[src/rtl/bcd_sum_display.sv]
// ---------------------------------------------------------------------------
// bcd_sum_display
//
// Takes a 17-bit BCD sum (carry digit plus four BCD digits) through a
// valid/ready handshake, holds it in a pending buffer and copies it to the
// display buffer only at frame boundaries. The five digits are time-multiplexed
// onto one seven-segment bus. Each digit slot starts with a few dark cycles to
// stop ghosting, and leading zeros can be blanked.
//
// Optional feature macro: BCD_DISP_DP_EN
//   When defined, the block gains a decimal-point position input and a dp
//   output. The position travels through the buffers with the sum.
//
// Parameters:
//   DIV_MAX   cycles per digit slot minus one
//   GAP       dark cycles at the start of each slot
//   BLANK_LZ  1 = blank leading zeros, 0 = show all five digits
//
// Ports:
//   clk         rising-edge clock
//   rst         asynchronous active-high reset
//   in_sum      [16] carry, [15:12] thousands .. [3:0] ones
//   in_valid    in_sum is valid this cycle
//   in_dp_pos   decimal point digit position (BCD_DISP_DP_EN only)
//   in_ready    pending buffer is empty
//   seg         segments a..g on seg[0]..seg[6], active-high
//   an          one-hot digit enable, an[0] = ones .. an[4] = carry
//   dp          decimal point segment (BCD_DISP_DP_EN only)
//   err         displayed value holds a nibble above 9
//   frame_done  one-cycle pulse after each frame boundary
// ---------------------------------------------------------------------------
module bcd_sum_display #(
   parameter int unsigned DIV_MAX  = 49999,
   parameter int unsigned GAP      = 2,
   parameter bit          BLANK_LZ = 1'b1
) (
   input  logic        clk,
   input  logic        rst,
   input  logic [16:0] in_sum,
   input  logic        in_valid,
`ifdef BCD_DISP_DP_EN
   input  logic [2:0]  in_dp_pos,
   output logic        dp,
`endif
   output logic        in_ready,
   output logic [6:0]  seg,
   output logic [4:0]  an,
   output logic        err,
   output logic        frame_done
);

   typedef enum logic {
      SLOT_GAP,
      SLOT_SHOW
   } slot_t;

   localparam logic [19:0] DIV_MAX_C = 20'(DIV_MAX);
   localparam logic [19:0] GAP_C     = 20'(GAP);
   // With no gap configured, every slot begins directly in SHOW.
   localparam slot_t SLOT_START = (GAP == 0) ? SLOT_SHOW : SLOT_GAP;

   logic [19:0]      prescaler;
   logic [2:0]       idx;
   logic             tick;
   logic             boundary;

   logic [16:0]      pending;
   logic             pending_full;
   logic [16:0]      disp;
   logic             accept;

   slot_t            state;
   slot_t            state_next;

   logic [4:0][3:0]  digits;
   logic [4:0]       significant;
   logic [4:0]       keep;
   logic [3:0]       cur_digit;
   logic             cur_keep;

   logic [6:0]       seg_next;
   logic [4:0]       an_next;

`ifdef BCD_DISP_DP_EN
   logic [2:0]       dp_pend;
   logic [2:0]       dp_disp;
   logic             dp_next;
`endif

   function automatic logic [6:0] encode(input logic [3:0] d);
      logic [6:0] s;
      case (d)
         4'd0:    s = 7'h3F;
         4'd1:    s = 7'h06;
         4'd2:    s = 7'h5B;
         4'd3:    s = 7'h4F;
         4'd4:    s = 7'h66;
         4'd5:    s = 7'h6D;
         4'd6:    s = 7'h7D;
         4'd7:    s = 7'h07;
         4'd8:    s = 7'h7F;
         4'd9:    s = 7'h6F;
         default: s = 7'h40;
      endcase
      return s;
   endfunction

   function automatic logic has_bad_nibble(input logic [15:0] v);
      logic bad;
      bad = 1'b0;
      for (int k = 0; k < 4; k++) begin
         if (v[4*k +: 4] > 4'd9) bad = 1'b1;
      end
      return bad;
   endfunction

   assign tick     = (prescaler == DIV_MAX_C);
   assign boundary = tick && (idx == 3'd4);
   assign in_ready = !pending_full;
   assign accept   = in_valid && in_ready;

   // Slot timing: prescaler divides a slot, idx walks the five digits.
   always_ff @(posedge clk or posedge rst) begin
      if (rst) begin
         prescaler <= '0;
         idx       <= '0;
      end else if (tick) begin
         prescaler <= '0;
         idx       <= (idx == 3'd4) ? 3'd0 : idx + 3'd1;
      end else begin
         prescaler <= prescaler + 20'd1;
      end
   end

   // Double buffer. Accept and transfer never collide: accepting needs an
   // empty pending buffer, transferring needs a full one. A sum accepted on
   // the boundary cycle therefore waits for the next boundary.
   always_ff @(posedge clk or posedge rst) begin
      if (rst) begin
         pending      <= '0;
         pending_full <= 1'b0;
         disp         <= '0;
         err          <= 1'b0;
`ifdef BCD_DISP_DP_EN
         dp_pend      <= '0;
         dp_disp      <= '0;
`endif
      end else if (boundary && pending_full) begin
         disp         <= pending;
         pending_full <= 1'b0;
         err          <= has_bad_nibble(pending[15:0]);
`ifdef BCD_DISP_DP_EN
         dp_disp      <= dp_pend;
`endif
      end else if (accept) begin
         pending      <= in_sum;
         pending_full <= 1'b1;
`ifdef BCD_DISP_DP_EN
         dp_pend      <= in_dp_pos;
`endif
      end
   end

   // Slot FSM state register; the state describes the current prescaler value.
   always_ff @(posedge clk or posedge rst) begin
      if (rst) state <= SLOT_START;
      else     state <= state_next;
   end

   // Slot FSM next state: dark for the first GAP cycles of each slot.
   always_comb begin
      state_next = state;
      if (tick) begin
         state_next = SLOT_START;
      end else if ((prescaler + 20'd1) >= GAP_C) begin
         state_next = SLOT_SHOW;
      end
   end

   assign digits = {{3'b000, disp[16]}, disp[15:0]};

   // A digit counts as significant if it is nonzero or holds the point;
   // everything above the highest significant digit is blanked.
   always_comb begin
      significant = '0;
      for (int k = 0; k < 5; k++) begin
         significant[k] = (digits[k] != 4'd0);
      end
`ifdef BCD_DISP_DP_EN
      if (dp_disp < 3'd5) significant[dp_disp] = 1'b1;
`endif
   end

   always_comb begin
      keep    = '0;
      keep[4] = significant[4];
      for (int k = 3; k >= 0; k--) begin
         keep[k] = keep[k+1] | significant[k];
      end
      keep[0] = 1'b1;
      if (!BLANK_LZ) keep = 5'b11111;
   end

   always_comb begin
      cur_digit = digits[0];
      cur_keep  = keep[0];
      case (idx)
         3'd1: begin cur_digit = digits[1]; cur_keep = keep[1]; end
         3'd2: begin cur_digit = digits[2]; cur_keep = keep[2]; end
         3'd3: begin cur_digit = digits[3]; cur_keep = keep[3]; end
         3'd4: begin cur_digit = digits[4]; cur_keep = keep[4]; end
         default: ;
      endcase
   end

   // Slot FSM outputs, registered below for one cycle of latency.
   always_comb begin
      seg_next = '0;
      an_next  = '0;
`ifdef BCD_DISP_DP_EN
      dp_next  = 1'b0;
`endif
      if (state == SLOT_SHOW && cur_keep) begin
         an_next  = 5'b00001 << idx;
         seg_next = encode(cur_digit);
`ifdef BCD_DISP_DP_EN
         dp_next  = (dp_disp == idx);
`endif
      end
   end

   always_ff @(posedge clk or posedge rst) begin
      if (rst) begin
         seg        <= '0;
         an         <= '0;
         frame_done <= 1'b0;
`ifdef BCD_DISP_DP_EN
         dp         <= 1'b0;
`endif
      end else begin
         seg        <= seg_next;
         an         <= an_next;
         frame_done <= boundary;
`ifdef BCD_DISP_DP_EN
         dp         <= dp_next;
`endif
      end
   end

endmodule

[config.mk]
export PLATFORM = sky130hd
export DESIGN_NAME = bcd_sum_display
export DESIGN_NICKNAME = d
export VERILOG_FILES = /design/src/rtl/bcd_sum_display.sv
export SDC_FILE = /design/constraint.sdc
export NUM_CORES = 1
export LEC_CHECK = 0
export ABC_AREA = 0
export CELL_PAD_IN_SITES_DETAIL_PLACEMENT = 1
export CELL_PAD_IN_SITES_GLOBAL_PLACEMENT = 2
export CORE_UTILIZATION = 34
export DETAILED_ROUTE_END_ITERATION = 8
export PLACE_DENSITY = 0.74
export SKIP_CTS_REPAIR_TIMING = 1
export SYNTH_ARGS = -nofsm -noshare
export SYNTH_HDL_FRONTEND = slang
export SYNTH_SLANG_ARGS = --single-unit
[constraint.sdc]
create_clock -name clk -period 3.1 [get_ports clk]
set_input_delay 0.465 -clock clk [delete_from_list [all_inputs] [get_ports clk]]
set_output_delay 0.465 -clock clk [all_outputs]
set_load 0.05 [all_outputs]
==> impl_metrics.env <==
export IMPL_cts_root_buf="clkbuf_8"
export IMPL_relSlewSlack_pct=45.9
export IMPL_critPathKind="flop to flop"
export IMPL_end_kind="flop"
export IMPL_cpPeakStageDelay_ns=0.51
export IMPL_yosys_cell_types_count=45
export IMPL_swShare_pct=21.0
export IMPL_setup_tns_ns=0
export IMPL_grt_use_total_pct=15.7
export IMPL_antennaDiodeCount=0
export IMPL_combPwrFrac_pct=3.3
export IMPL_synth_area_leaders="dfrtp_1, mux2_2, mux2_4, ha_1, xor2_1"
export IMPL_via_per_inst=5.00
export IMPL_stdcell_area_um2=4300
export IMPL_drive_gt1_share_pct=21.6
export IMPL_syn_nets=340
export IMPL_finClkSkew_ns=0.0127
export IMPL_cp_cell_sequence="or4_1 > or4_4 > or3_1 > nor3_4 > buf_12 > mux2_2"
export IMPL_p_int_w=0.00142
export IMPL_drt_iter0_drc=96
export IMPL_coreArea_um2=10300
export IMPL_dpl_cell_area_um2=4100
export IMPL_synth_ff_latch_count=73
export IMPL_overflow=0
export IMPL_start_kind="flop"
export IMPL_die_y_um=105
export IMPL_cts_made_buffers=9
export IMPL_cp_data_arrival_time_ns=3.11
export IMPL_die_w_um=105
export IMPL_r2r_start="prescaler[13]"
export IMPL_slew_viol_final=0
export IMPL_holdCritStartpoint="prescaler[19]"
export IMPL_hold_viol=0
export IMPL_ctsHtreeMaxLevel=3
export IMPL_clockBufferDepth=2
export IMPL_syn_to_final_growth_pct=20.4
export IMPL_insertion_delay_ns=0.36
export IMPL_synth_most_common_cell="dfrtp_1"
export IMPL_power_density_nw_per_um2=419
export IMPL_fin_crit_ns=2.87
export IMPL_wl_per_cell_um=15.8
export IMPL_critPathMaxFanout=18
export IMPL_hold_path_class="flop to flop"
export IMPL_netlist_area_leader_share_pct=51.1
export IMPL_syn_avg_cell_area_um2=11.6
export IMPL_final_nets=380
export IMPL_clockPowerShare_pct=42.9
export IMPL_yosys_area_top_type="dfrtp_1"
export IMPL_synth_warnings=0
export IMPL_worstMarginPinSlew_ns=0.804
export IMPL_synth_common_cells="dfrtp_1, mux2_2, nor2_1"
export IMPL_fmax_mhz=348
export IMPL_cp_required_ns=3.34
export IMPL_async_flop_share_pct=100
export IMPL_io_pins=35
export IMPL_crit_start="prescaler[13]"
export IMPL_dpl_hpwl_um=5490
export IMPL_gp_congestion=0.764
export IMPL_vias=2438
export IMPL_clock_sinks=73
export IMPL_fillCellCount=1121
export IMPL_initial_core_util_pct=34.8
export IMPL_postSynthCellCount=309
export IMPL_seq_area_frac_synth_pct=51.1
export IMPL_tritoncts="done"
export IMPL_power_total_w=0.00180
export IMPL_leakage_nw=1.93
export IMPL_io_buffers=34
export IMPL_rows=37
export IMPL_dieArea_um2=10900
export IMPL_drt_wl_total_um=7730
export IMPL_dr_pass1_iters=4
export IMPL_grt_pass1_vias=2639
export IMPL_ant_nets=0
export IMPL_p_seq_share_pct=53.8
export IMPL_synth_enable_flop_cells=0
export IMPL_yosys_most_used_dff="dfrtp_1"
export IMPL_clkTransAtPathRegs_ns=0.07
export IMPL_drv_cap=0
export IMPL_critPathSlowestCell="or4_4"
export IMPL_switching_power_w=0.000380
export IMPL_status="complete, no violations"
export IMPL_grt_antenna_before_repair=0
export IMPL_fin_crit_sh_pct=92.6
export IMPL_synth_area_um2=3570
export IMPL_drc=0
export IMPL_ir_drop_mv=0.185
export IMPL_grt_max_degree=74
export IMPL_finalSetupViolations=0
export IMPL_grt_pass1_wl_um=13400
export IMPL_rsz0062_at_grt="no"
==> logic make-up after synthesis <==
kind of cell	synth area share (%)
XOR/XNOR	5.15
buffers and inverters	4.02
multiplexers	13.9
flip-flops	51.1
AND/OR/NAND/NOR	14.7
AO/OA/AOI/OAI	7.32
adder cells (fa/ha/maj)	3.85
==> layer usage <==
metal | global-route usage [%] | vias up | routed length (um)
met3 | 2.68 | 10 | 158
met5 | 0 | - | 0
met2 | 23.4 | 35 | 3460
met1 | 21.9 | 1224 | 3950
met4 | 7.65 | 0 | 165
li1 | - | 1169 | -
==> layout by cell type, fill, tap and decap left out, types with 3 or more instances in the layout <==
cell type and n:
ha_1 11, nor4_1 5, mux2i_1 3, clkdlybuf4s50_1 34
o21ai_0 10, nand2_1 13, nor3b_1 5, mux2_2 28
a31oi_1 8, nor3_1 8, nand3_1 12, a21oi_1 11
nand4_1 7, clkbuf_8 12, nor2_1 18, inv_1 11
or2_2 4, dfrtp_1 73, xor2_1 11, mux2_4 10
and3_1 5, xnor2_1 10, nor2b_1 3, and3b_1 3
buf_4 9
==> cell type report <==
cell class	instances	area [um2]	area share [%]
flip-flops and latches	73	1830	42.4
clock inverters	2	37.5	0.872
clock buffers	12	165	3.84
repair buffers	45	448	10.4
inverters	12	45.0	1.05
well taps	136	170	3.95
multi-input cells	208	1610	37.4
==> sequential cells by signal (all words and copies together) (netlist names) <==
signal and flops:
err 1, frame_done 1, an 5, idx 3
pending 17, pending_full 1, seg 7, prescaler 20
state 1, disp 17
==> path summary, 6_finish.rpt <==
path | endpoint | slack, ns | cells after the start
setup / recovery | disp[14] | 0.23 | 6
min in group asynchronous | prescaler[18] | 0.52 | 3
hold / removal | prescaler[19] | 0.50 | 1
hold reg to reg | prescaler[19] | 0.50 | 1
max in group asynchronous | disp[9] | 2.28 | 3
setup reg to reg | disp[14] | 0.23 | 6
==> metrics by stage <==
stage                     util [%]  instances  setup WS [ns]  hold slack, ns
after floorplan                  -        309          0.121           0.459
after CTS                     41.9        488          0.222           0.506
after global routing          41.9        488          0.151           0.536
after global placement        39.9        474          0.304           0.487
after detailed placement      39.9        474          0.255           0.489
final                         41.9        488          0.228           0.499
==> power groups by stage <==
| stage | sequential (W) | combinational, W | clock (W) |
|---|---|---|---|
| after global placement | 0.000990 | 0.0000590 | 0 |
| after CTS | 0.000971 | 0.0000613 | 0.000802 |
| after detailed placement | 0.000990 | 0.0000614 | 0 |
| final | 0.000971 | 0.0000587 | 0.000775 |
| after floorplan | 0.000986 | 0.0000258 | 0 |
| after global routing | 0.000972 | 0.0000668 | 0.000839 |
==> critical path, delay by kind of cell (launching register included) <==
family | cells | cell delay (ns)
and+or+nand+nor | 4 | 1.74
buffers and inverters | 1 | 0.20
DFF | 1 | 0.48
muxes | 1 | 0.35
Note: power is estimated with default switching activity, not from simulation.
